===== config.mk =====
export PLATFORM = sky130hd
export DESIGN_NAME = dsi_d0_hs_seq
export DESIGN_NICKNAME = d
export VERILOG_FILES = /design/src/rtl/dsi_pkg.sv /design/src/rtl/dsi_lp_timer.sv /design/src/rtl/dsi_d0_hs_seq.sv
export SDC_FILE = /design/constraint.sdc
export NUM_CORES = 1
export LEC_CHECK = 0
export BUFFER_PORTS_ARGS = -buffer_cell sky130_fd_sc_hd__buf_2
export CAP_MARGIN = 10
export CORE_ASPECT_RATIO = 0.5
export CORE_MARGIN = 10
export CORE_UTILIZATION = 40
export DETAILED_ROUTE_END_ITERATION = 6
export HOLD_SLACK_MARGIN = 0.02
export SLEW_MARGIN = 20
export SYNTH_ARGS = -nofsm -noshare
export SYNTH_HDL_FRONTEND = slang
export SYNTH_SLANG_ARGS = --single-unit

===== constraint.sdc =====
create_clock -name clk -period 3.3 [get_ports clk]
set_input_delay 0.33 -clock clk [delete_from_list [all_inputs] [get_ports clk]]
set_output_delay 0.33 -clock clk [all_outputs]
set_load 0.02 [all_outputs]

===== src/rtl/dsi_pkg.sv =====
// dsi_pkg: shared state encoding, byte constants and default timings for the DSI lane-0 HS sequencer
// Optional EoTp state is present only when DSI_HS_EOTP_EN is defined.
package dsi_pkg;
  typedef enum logic [3:0] {
    ST_IDLE, ST_LPX, ST_PREP, ST_ZERO, ST_SYNC, ST_DATA,
`ifdef DSI_HS_EOTP_EN
    ST_EOTP,
`endif
    ST_TRAIL, ST_EXIT
  } state_t;
  localparam logic [7:0] DSI_SYNC_BYTE = 8'hB8;
  localparam logic [7:0] DSI_EOTP_0 = 8'h08;
  localparam logic [7:0] DSI_EOTP_1 = 8'h0F;
  localparam logic [7:0] DSI_EOTP_2 = 8'h0F;
  localparam logic [7:0] DSI_EOTP_3 = 8'h01;
  localparam logic [1:0] LP11 = 2'b11;
  localparam logic [1:0] LP01 = 2'b01;
  localparam logic [1:0] LP00 = 2'b00;
  localparam logic [7:0] DEF_T_LPX = 8'd8;
  localparam logic [7:0] DEF_T_HS_PREP = 8'd6;
  localparam logic [7:0] DEF_T_HS_ZERO = 8'd16;
  localparam logic [7:0] DEF_T_HS_TRAIL = 8'd10;
  localparam logic [7:0] DEF_T_HS_EXIT = 8'd12;
  function automatic logic [7:0] trail_of(input logic [7:0] b);
    return b[7] ? 8'h00 : 8'hFF;
  endfunction
endpackage


===== src/rtl/dsi_lp_timer.sv =====
// dsi_lp_timer: loadable 8-bit down-counter, load of 0 clamps to 1, never decrements below 1
// Ports: clk, rst_n (async active-low), i_load/i_val load request and value, o_done high while count is 1.
module dsi_lp_timer (
  input  logic       clk,
  input  logic       rst_n,
  input  logic       i_load,
  input  logic [7:0] i_val,
  output logic       o_done
);
  logic [7:0] r_cnt;
  always_ff @(posedge clk or negedge rst_n)
    if (!rst_n) r_cnt <= '0;
    else if (i_load) r_cnt <= (i_val == 8'd0) ? 8'd1 : i_val;
    else if (r_cnt > 8'd1) r_cnt <= r_cnt - 8'd1;
  assign o_done = (r_cnt == 8'd1);
endmodule


===== src/rtl/dsi_d0_hs_seq.sv =====
// dsi_d0_hs_seq: MIPI DSI data-lane-0 HS burst sequencer (SoT, packet stream, HS-trail, LP-11 exit)
// Ports: clk/rst_n (async active-low); lcm_init_done, burst_req gate and request bursts;
// pkt_vld/pkt_data/pkt_last/pkt_rdy upstream byte handshake; lp_d0_p/lp_d0_n LP pins;
// hs_oe/hs_byte HS serializer; burst_busy, underflow_err status. All outputs registered.
// Define DSI_HS_EOTP_EN to append the EoTp bytes 08 0F 0F 01 after the last packet byte.
module dsi_d0_hs_seq
  import dsi_pkg::*;
#(
  parameter logic [7:0] T_LPX      = DEF_T_LPX,
  parameter logic [7:0] T_HS_PREP  = DEF_T_HS_PREP,
  parameter logic [7:0] T_HS_ZERO  = DEF_T_HS_ZERO,
  parameter logic [7:0] T_HS_TRAIL = DEF_T_HS_TRAIL,
  parameter logic [7:0] T_HS_EXIT  = DEF_T_HS_EXIT
) (
  input  logic       clk,
  input  logic       rst_n,
  input  logic       lcm_init_done,
  input  logic       burst_req,
  input  logic       pkt_vld,
  input  logic [7:0] pkt_data,
  input  logic       pkt_last,
  output logic       pkt_rdy,
  output logic       lp_d0_p,
  output logic       lp_d0_n,
  output logic       hs_oe,
  output logic [7:0] hs_byte,
  output logic       burst_busy,
  output logic       underflow_err
);
  state_t     r_state, w_nxt;
  logic [1:0] r_lp, w_lp_nxt;
  logic [7:0] r_hs_byte, w_hs_nxt, w_ld_val;
  logic       r_hs_oe, r_pkt_rdy, r_busy, r_uf, r_fin;
  logic       w_done, w_acc, w_fin_nxt, w_end;
`ifdef DSI_HS_EOTP_EN
  logic [1:0] r_eot;
`endif
  assign w_acc = r_pkt_rdy & pkt_vld;
  assign w_fin_nxt = r_fin | (w_acc & pkt_last);
  // DATA ends once the last byte has been shown, or immediately when upstream starves
  assign w_end = r_fin | ~pkt_vld;
  dsi_lp_timer u_timer (
    .clk    (clk),
    .rst_n  (rst_n),
    .i_load (w_nxt != r_state),
    .i_val  (w_ld_val),
    .o_done (w_done)
  );
  always_comb begin
    w_nxt = r_state;
    case (r_state)
      ST_IDLE:  w_nxt = (lcm_init_done && burst_req) ? ST_LPX : ST_IDLE;
      ST_LPX:   if (w_done) w_nxt = ST_PREP;
      ST_PREP:  if (w_done) w_nxt = ST_ZERO;
      ST_ZERO:  if (w_done) w_nxt = ST_SYNC;
      ST_SYNC:  w_nxt = ST_DATA;
`ifdef DSI_HS_EOTP_EN
      ST_DATA:  if (w_end) w_nxt = ST_EOTP;
      ST_EOTP:  if (r_eot == 2'd3) w_nxt = ST_TRAIL;
`else
      ST_DATA:  if (w_end) w_nxt = ST_TRAIL;
`endif
      ST_TRAIL: if (w_done) w_nxt = ST_EXIT;
      ST_EXIT:  if (w_done) w_nxt = ST_IDLE;
      default:  w_nxt = ST_IDLE;
    endcase
  end
  assign w_ld_val = (w_nxt == ST_LPX)   ? T_LPX :
                    (w_nxt == ST_PREP)  ? T_HS_PREP :
                    (w_nxt == ST_ZERO)  ? T_HS_ZERO :
                    (w_nxt == ST_TRAIL) ? T_HS_TRAIL :
                    (w_nxt == ST_EXIT)  ? T_HS_EXIT : 8'd1;
  assign w_lp_nxt = (w_nxt == ST_IDLE || w_nxt == ST_EXIT) ? LP11 :
                    (w_nxt == ST_LPX) ? LP01 : LP00;
  // Trail byte is derived from whatever byte is on the lane when TRAIL is entered, then held
  always_comb begin
    w_hs_nxt = 8'h00;
    if (w_acc) w_hs_nxt = pkt_data;
    else if (w_nxt == ST_SYNC) w_hs_nxt = DSI_SYNC_BYTE;
    else if (w_nxt == ST_TRAIL) w_hs_nxt = (r_state == ST_TRAIL) ? r_hs_byte : trail_of(r_hs_byte);
`ifdef DSI_HS_EOTP_EN
    else if (w_nxt == ST_EOTP) w_hs_nxt = (r_state != ST_EOTP) ? DSI_EOTP_0 :
                                          (r_eot == 2'd2) ? DSI_EOTP_3 :
                                          (r_eot == 2'd1) ? DSI_EOTP_2 : DSI_EOTP_1;
`endif
    else if (w_nxt == ST_DATA) w_hs_nxt = r_hs_byte;
  end
  always_ff @(posedge clk or negedge rst_n)
    if (!rst_n) begin
      r_state   <= ST_IDLE;
      r_lp      <= LP11;
      r_hs_oe   <= 1'b0;
      r_hs_byte <= 8'h00;
      r_pkt_rdy <= 1'b0;
      r_busy    <= 1'b0;
      r_uf      <= 1'b0;
      r_fin     <= 1'b0;
    end else begin
      r_state   <= w_nxt;
      r_lp      <= w_lp_nxt;
      r_hs_oe   <= (w_lp_nxt == LP00) && (w_nxt != ST_PREP);
      r_hs_byte <= w_hs_nxt;
      r_pkt_rdy <= (w_nxt == ST_SYNC) || ((w_nxt == ST_DATA) && !w_fin_nxt);
      r_busy    <= (w_nxt != ST_IDLE);
      r_uf      <= (r_state == ST_DATA) && !r_fin && !pkt_vld;
      r_fin     <= (w_nxt == ST_DATA) && w_fin_nxt;
    end
`ifdef DSI_HS_EOTP_EN
  always_ff @(posedge clk or negedge rst_n)
    if (!rst_n) r_eot <= 2'd0;
    else r_eot <= (r_state == ST_EOTP) ? r_eot + 2'd1 : 2'd0;
`endif
  assign pkt_rdy       = r_pkt_rdy;
  assign lp_d0_p       = r_lp[1];
  assign lp_d0_n       = r_lp[0];
  assign hs_oe         = r_hs_oe;
  assign hs_byte       = r_hs_byte;
  assign burst_busy    = r_busy;
  assign underflow_err = r_uf;
endmodule


=== Word level (Yosys, flattened, before mapping) ===
Cells that the tools add are included.

* Word-level logic and storage cells: 77
* Output and inout bits: 14
* Register bits after elaboration: 27

* Bitwise gates (word level): 5
* $lt $le $gt $ge: 1
* Reduce and logical (&&, ||, !) cells: 18
* $add $sub $neg: 1
* Mux-type cells: 24
* Eq/ne operators: 19

{| class="wikitable"
|+ Operator list
! operator !! number
|-
| $mux W8 || 8
|-
| $eq A4 B3 Y1 const B || 8
|-
| $mux W4 || 8
|-
| $pmux W4 S8 || 1
|-
| $mux W5 || 4
|-
| $eq A4 B2 Y1 const B || 4
|-
| $eq A4 B1 Y1 const B || 2
|-
| $eq A8 B1 Y1 const B || 1
|-
| $gt A8 B1 Y1 const B || 1
|-
| $logic_not A4 Y1 || 2
|-
| $logic_not A8 Y1 || 1
|-
| $ne A4 B4 Y1 const B || 2
|-
| $sub A8 B1 Y8 const B || 1
|-
| $logic_and A1 B1 Y1 || 6
|-
| $ne A4 B2 Y1 const B || 1
|-
| $ne A4 B4 Y1 || 1
|-
| $reduce_bool A4 Y1 || 1
|-
| $logic_not A1 Y1 || 3
|-
| $and A1 B1 Y1 || 2
|-
| $logic_not A2 Y1 || 1
|-
| $logic_or A1 B1 Y1 || 2
|-
| $mux W1 || 2
|-
| $mux W2 || 1
|-
| $or A1 B1 Y1 || 2
|-
| 3 further kinds || 3
|}

=== Logic depth before layout (Yosys ltp) ===
Gate-level depths: netlist of the first run.

* Word-level depth: 13
* Mapped depth: 8

=== Modules after synthesis ===
From an unflattened synthesis of the first run, not the netlist that was laid out.

* Cells, all modules: 178
* Area, all modules: 1,671.6 um^2

{| class="wikitable"
|+ By module, submodules not included
! module !! cells each !! instances !! area each (um^2)
|-
| dsi_d0_hs_seq || 117 || 1 || 1,128.6
|-
| dsi_lp_timer || 61 || 1 || 543.0
|}

=== Worst setup path after synthesis of the first run ===
Ideal clock, no wire load.

* Path type: reg-to-reg
* From: register u_timer.r_cnt[1]
* To: register r_hs_byte[3], in the netlist hs_byte[3]
* Clock period less this slack: 1,908 ps
* Buffers on the path: 0
* Data required time: 3,162 ps
* Cell stages (with the launch flop): 8
* Arrival time: 1,770 ps
* Setup time: 138 ps
* Setup slack: 1,392 ps
* Path through: dfrtp_1 -> inv_1 -> ha_1 -> nor3b_2 -> a21oi_1 -> o2bb2ai_1 -> nor4b_2 -> nor3_1

* Word-level cells in the longest chain between the ends: 7
* Elaborated cells on any way between the ends: 16

{| class="wikitable"
|+ RTL lines
! element !! RTL line !! RTL
|-
| from (decl) || dsi_lp_timer.sv:10 || <nowiki>logic [7:0] r_cnt;</nowiki>
|-
| from (signal assigned) || dsi_lp_timer.sv:13 || <nowiki>else if (i_load) r_cnt <= (i_val == 8'd0) ? 8'd1 : i_val;</nowiki>
|-
| from (signal assigned) || dsi_lp_timer.sv:14 || <nowiki>else if (r_cnt > 8'd1) r_cnt <= r_cnt - 8'd1;</nowiki>
|-
| $eq A8 B1 Y1 (*) || dsi_lp_timer.sv:15 || <nowiki>assign o_done = (r_cnt == 8'd1);</nowiki>
|-
| $mux W4 (on tied branches) || -- ||
|-
| $pmux W4 S8 (*) || dsi_d0_hs_seq.sv:51 || <nowiki>case (r_state)</nowiki>
|-
| $eq A4 B3 Y1 || dsi_d0_hs_seq.sv:80 || <nowiki>else if (w_nxt == ST_TRAIL) w_hs_nxt = (r_state == ST_TRAIL) ? r_hs_byte : trail_of(r_hs_byte);</nowiki>
|-
| $mux W8 || dsi_d0_hs_seq.sv:80 ||
|-
| $mux W8 || dsi_d0_hs_seq.sv:79 || <nowiki>else if (w_nxt == ST_SYNC) w_hs_nxt = DSI_SYNC_BYTE;</nowiki>
|-
| $mux W8 || dsi_d0_hs_seq.sv:78 || <nowiki>if (w_acc) w_hs_nxt = pkt_data;</nowiki>
|-
| to (signal assigned) || dsi_d0_hs_seq.sv:102 || <nowiki>r_hs_byte <= w_hs_nxt;</nowiki>
|-
| to (decl) || dsi_d0_hs_seq.sv:32 || <nowiki>logic [7:0] r_hs_byte, w_hs_nxt, w_ld_val;</nowiki>
|}

Mark *: on every way between the ends. The rest lies on a longest branch, timed or not.
A chain may end at the register's enable or synchronous reset.

=== Final worst setup path of the first run ===
Ends and elaborated chain as after synthesis.

==> out/metrics.cfg, run 1 <==
[floorplan]
core_area_sq_um = 3860
io_pins = 28
die_w_um = 109
initial_core_util_pct = 41.1
row_count = 16
die_y_um = 64.6
die_area_sq_um = 7040

[clock_network]
cts_buffers = 3
cts_tree = built
clock_latency_ns = 0.27
post_cts_buffers = 0
cts.repair.resized = 0
clockRootBuffer = clkbuf_8
htree_levels = 1
cts_max_path_buffers = 2
clock_sinks = 27
cts_hold_buf = 0
path_clk_slew_ns = 0.09

[yosys]
yosys-top-cells-area = dfrtp_1 39%, nand2_1 4.7%, xnor2_1 3.9%
yosysUniqueCellTypes = 51
synth_top_cell_by_area = dfrtp_1
synth_top_area_share_pct = 39.4
yosysWarnings = 0
synth.area.mux_share_pct = 4.10
synthAdderAreaFrac_pct = 1.58
syn_area_sq_um = 1590
postSynth.asyncResetShare_pct = 100
syn_area_per_cell_sq_um = 9.34
synthSimpleGateAreaFrac_pct = 24.2
syn_nets = 186
synth_common_cells = 25 x dfrtp_1, 20 x nand2_1, 11 x nor2_1
synth_edf_count = 0
ys_ff_latch = 27
synth_xor_area_share_pct = 3.86
synth_top_family_by_area = simple AND/OR/NAND/NOR gates
syn_inst = 170
synthFlopType = dfrtp_1
synth_compound_area_share_pct = 19.6
yosysMostFrequentCell = dfrtp_1
synth-seq-area-share_pct = 42.7

[power]
peakVddDrop_uv = 226
p_leak_nw = 0.826
powerDensity_nw_per_um2 = 800
total_power_mw = 1.44

[routing]
finalWirelength_mm = 3.91
num_vias = 1377
routedWlPerCell_um = 15.8
firstDrtPassIters = 4
avgViaCountPerCell = 5.55
post-route-drc-count = 0
drt_iter0_drc = 156
ant_nets = 0

[timing]
finClkSkew_ns = 0.00433
final_hold_viol_count = 0
rsz0062_at_grt = no
tightest_slew_ns = 0.919
fin_crit_sh_pct = 71.9
period_needed_ns = 2.37
max_slew_margin_pct = 38.6
setup_viol = 0
finalMaxSlewViolations = 0
fmax_ghz = 0.421
fin_setup_tns_ns = 0
hold_ws_ns = 0.0529

[run_status]
status = completed

[worst_setup_path]
cp-start-kind = flop
cp-end-kind = flop
setup.worst_path.class = flop to flop
cp_cell_sequence = inv_1 > ha_1 > nor3b_2 > a21oi_1 > o2bb2ai_1 > nor4b_2 > nor3_1
crit_path_max_incr_delay_ns = 0.47
r2r_slack_ns = 0.93
required_ns = 3.45
worst_r2r_path_depth = 7
reg2reg_from = u_timer.r_cnt[1]
crit_slowest_cell = nor4b_2
arrival_ns = 2.52
cp_max_fo = 6
rr_endpoint = hs_byte[3]

[placement]
dp.final_hpwl_mm = 2.88
port_buffers = 27
finalWeightedCongestion = 0.869

[layout]
nets = 211
fillers = 381
num_antenna_cells = 0
multiInputGateArea_sq_um = 851
layout-drive-gt1-share_pct = 21.1
regArea_sq_um = 678
postLayoutCoreUtil_pct = 46.7
area_delta_synth_final_pct = 13.6

[worst_hold_path]
hold_path.class = input port to async pin

[grt]
gr-total-overflow = 0
grtUsageTotal_pct = 11.1
antenna_found_initial = 0
grt_pass1_wl_mm = 6.50
grt_pass1_vias = 1322
grt_max_degree = 28

[job]
drv_cap = 0

-- layout make-up --
class,count,area share [%]
clock buffer,3,2.29
multi-input combinational,129,47.2
sequential,27,37.6
timing repair buffer,27,7.49
inverter,7,1.46
clock inverter,1,0.277
tap,54,3.74
-- cells in the final DEF (no fill, tap or decap), drive strengths merged, types with 7 or more instances in the layout --
| cell type | synthesis | final |
|---|---|---|
| nor2 | 11 | 11 |
| nand2 | 20 | 20 |
| buf | 5 | 27 |
| a21oi | 9 | 9 |
| inv | 7 | 7 |
| o21ai | 7 | 7 |
| xnor2 | 7 | 7 |
| dfrtp | 25 | 25 |
-- worst max-delay path by stage --
| stage | cells past startpoint | start | endpoint | slack (ns) |
|---|---|---|---|---|
| 2_1_floorplan | 7 | u_timer.r_cnt[1] | hs_byte[3] | 1.39 |
| 3_3_place_gp | 7 | u_timer.r_cnt[1] | hs_byte[5] | 0.99 |
| 3_5_place_dp | 7 | u_timer.r_cnt[1] | hs_byte[5] | 0.94 |
| 4_1_cts | 7 | u_timer.r_cnt[1] | hs_byte[3] | 0.93 |
| 5_1_grt | 5 | r_state[2] | hs_byte[5] | 0.67 |
| 6_report | 7 | u_timer.r_cnt[1] | hs_byte[3] | 0.93 |
-- stage by stage --
step                instances  setup WS (ns)  area, sq um
global route              248          0.666         1800
detailed placement        244          0.945         1760
global placement          244          0.990         1760
finish                    248          0.926         1800
CTS                       248          0.932         1800
floorplan                 170           1.39         1590
-- registers in the layout (all words and copies together), names as in the netlist --
register and flops:
hs_byte 8, u_timer.r_cnt 8, r_state 4, r_lp 2, burst_busy 1, hs_oe 1
pkt_rdy 1, r_fin 1, underflow_err 1
-- kinds of logic (layout without fill, tap and decap cells) --
group                      count (synthesis)  after routing
and+or+nand+nor                           68             68
AOI/OAI and AO/OA                         45             45
DFF                                       27             27
buffers and inverters                     14             38
xor gates and xnor gates                   7              7
muxes                                      6              6
adders and majority gates                  2              2
other                                      1              1
-- power by group --
group	leakage (nW)	total (mW)	switching, mW	internal [mW]
Clock	0.0255	0.190	0.105	0.0847
Combinational	0.440	0.746	0.435	0.311
Sequential	0.360	0.508	0.104	0.403
Total	0.826	1.44	0.645	0.799
-- worst max-delay path: cells and delay by family (launching register included) --
kind	cells	cell delay (ns)
AOI/OAI and AO/OA	2	0.59
adders and majority gates	1	0.19
buffers and inverters	1	0.10
DFF	1	0.40
and+or+nand+nor	3	0.97
-- routing by layer --
metal / GRT usage [%] / vias up / routed length (um)
met1: 15.3 / 650 / 1870
li1: - / 671 / -
met2: 17.3 / 46 / 1760
met5: 0 / - / 0
met3: 2.66 / 10 / 227
met4: 2.29 / 0 / 46
(Power assumes the default switching activity.)
==> inputs of run 2 (changes only) <==
- clock period: 3.3 -> 2 ns (I/O delays scaled with it)
==> run 2 against run 1 <==
Compared with the run above:
- fmax rose by 20%
- setup slack got worse by 0.90 ns
- global-route usage rose by 1.1 points
- combinational power rose to 2.9 times the previous value
- sequential power rose by 60%
- worst hold slack improved by 0.11 ns
- utilization rose by 11 points
- clock power rose by 64%
- clock skew rose by 0.0024 ns
- cell area rose by 24%
- critical path depth rose by 1
- largest cell class unchanged
- highest routed layer unchanged
==> out/metrics.cfg, run 2 (synthesized netlist as in run 1, its figures left out) <==
[power]
p_leak_nw = 1.05
switching_share_pct = 40.7
pwr-share-clk_pct = 9.4
sequentialPowerShare_pct = 24.5
p_comb_share_pct = 66.1
powerDensity_nw_per_um2 = 1480
power.internal_mw = 1.97
power.switching_mw = 1.35
peakVddDrop_uv = 476

[clock_network]
clockRootBuffer = clkbuf_8
htree_levels = 1
cts_buffers = 3
clock_latency_ns = 0.28
cts_tree = built
clock_sinks = 27
path_clk_slew_ns = 0.10
cts_max_path_buffers = 2

[worst_setup_path]
cp-end-kind = flop
r2r_slack_ns = 0.02
arrival_ns = 2.18
rr_endpoint = hs_byte[7]
setup.worst_path.class = flop to flop
cp-start-kind = flop
required_ns = 2.20
cp_max_fo = 5
startpoint = u_timer.r_cnt[1]
cp_cell_sequence = inv_2 > ha_4 > nor3b_4 > nand4_1 > mux2i_2 > buf_4 > nand4_1 > a211oi_2
crit_path_max_incr_delay_ns = 0.39
worst_r2r_path_depth = 8
crit_slowest_cell = dfrtp_1
path_common_cell = nand4_1
reg2reg_from = u_timer.r_cnt[1]
crit_path_end = hs_byte[7]

[placement]
placed_area_sq_um = 2000
dp.final_hpwl_mm = 3.26
port_buffers = 27
dp.cells = 276
finalWeightedCongestion = 0.871

[timing]
final_hold_viol_count = 0
tightest_slew_ns = 0.647
fin_crit_sh_pct = 98.8
finClkSkew_ns = 0.00675
period_needed_ns = 1.98
fmax_ghz = 0.506
rsz0062_at_grt = yes
setup_viol = 0
finalMaxSlewViolations = 0
max_slew_margin_pct = 56.9

[grt]
grt_pass1_vias = 1462
grtUsageTotal_pct = 12.2
gr-total-overflow = 0
grt_max_degree = 28
antenna_found_initial = 0
grt_pass1_wl_mm = 7.24

[layout]
layout_common_cells = 38 x buf_4, 27 x buf_2, 22 x dfrtp_1, 20 x nand2_1, 10 x nor2_1
fillers = 339
final_common_cell = buf_4
layout-drive-gt1-share_pct = 42.3
regArea_sq_um = 682
multiInputGateArea_sq_um = 977
nets = 251
finalNonFillerCells = 288
postLayoutCellArea_sq_um = 2240
num_antenna_cells = 0
area_delta_synth_final_pct = 41.1

[job]
drv_cap = 0

[floorplan]
initial_core_util_pct = 41.1
die_y_um = 64.6
io_pins = 28
row_count = 16
core_area_sq_um = 3860
die_w_um = 109
die_area_sq_um = 7040

[routing]
num_vias = 1520
routedWlPerCell_um = 15.2
drt_iter0_drc = 95
finalWirelength_mm = 4.39
avgViaCountPerCell = 5.28
post-route-drc-count = 0
ant_nets = 0
firstDrtPassIters = 4

[worst_hold_path]
hold_path.class = input port to flop
whs_path_depth = 3

[run_status]
status = completed

==> run 2: critical path: cells and delay by family (launching register included) <==
| kind | cells | cell delay, ns |
|---|---|---|
| DFF | 1 | 0.39 |
| buffers and inverters | 2 | 0.26 |
| and+or+nand+nor | 3 | 0.58 |
| AOI/OAI and AO/OA | 1 | 0.22 |
| adders and majority gates | 1 | 0.13 |
| muxes | 1 | 0.32 |
==> run 2: cell type report <==
| class | count | share of cell area (%) |
|---|---|---|
| inverters | 7 | 1.17 |
| flip-flops and latches | 27 | 30.4 |
| clock buffers | 3 | 1.84 |
| repair buffers | 67 | 19.7 |
| multi-input cells | 129 | 43.6 |
| well taps | 54 | 3.02 |
| clock inverters | 1 | 0.223 |
==> run 2: through the flow <==
step	setup slack (ns)	setup TNS [ns]	hold WS, ns	power, mW	util [%]
after global placement	-0.236	-1.98	0.247	2.51	51.7
after detailed placement	-0.0947	-0.440	0.260	2.53	51.7
after global routing	-0.124	-0.879	0.176	3.56	58.0
after floorplan	0.0919	0	-0.0956	1.79	-
after CTS	0.00677	0	0.158	2.94	54.0
final	0.0233	0	0.164	3.32	58.0
==> run 2: worst min-delay path by stage <==
stage / startpoint / end / slack, ns
after CTS: pkt_data[2] / hs_byte[2] / 0.16
after global placement: rst_n / r_state[3] / 0.25
final: pkt_data[2] / hs_byte[2] / 0.16
after global routing: pkt_vld / underflow_err / 0.18
after floorplan: rst_n / burst_busy / -0.1
after detailed placement: rst_n / r_state[3] / 0.26
==> run 2: repair_timing <==
item,4_1_cts,5_1_grt
endpoints found under the hold margin,25,0
resized for setup,7,25
buffers inserted,0,7
pin swaps,1,10
hold buffers,1,0
endpoints found under the setup margin,14,17
==> run 2: power by group through the flow <==
stage / Combinational, mW / Clock, mW / Sequential [mW]
detailed placement: 1.72 / 0 / 0.807
finish: 2.19 / 0.312 / 0.815
global placement: 1.71 / 0 / 0.807
CTS: 1.81 / 0.327 / 0.800
global route: 2.38 / 0.346 / 0.833
floorplan: 0.977 / 0 / 0.810
==> run 2: layer usage <==
layer / part of all wire (%) / up-vias / track usage [%]
met3: 3.8 / 2 / 2.37
met4: 0.23 / 0 / 1.96
li1: - / 755 / -
met2: 48 / 35 / 20.0
met1: 48 / 728 / 16.6
met5: 0 / - / 0
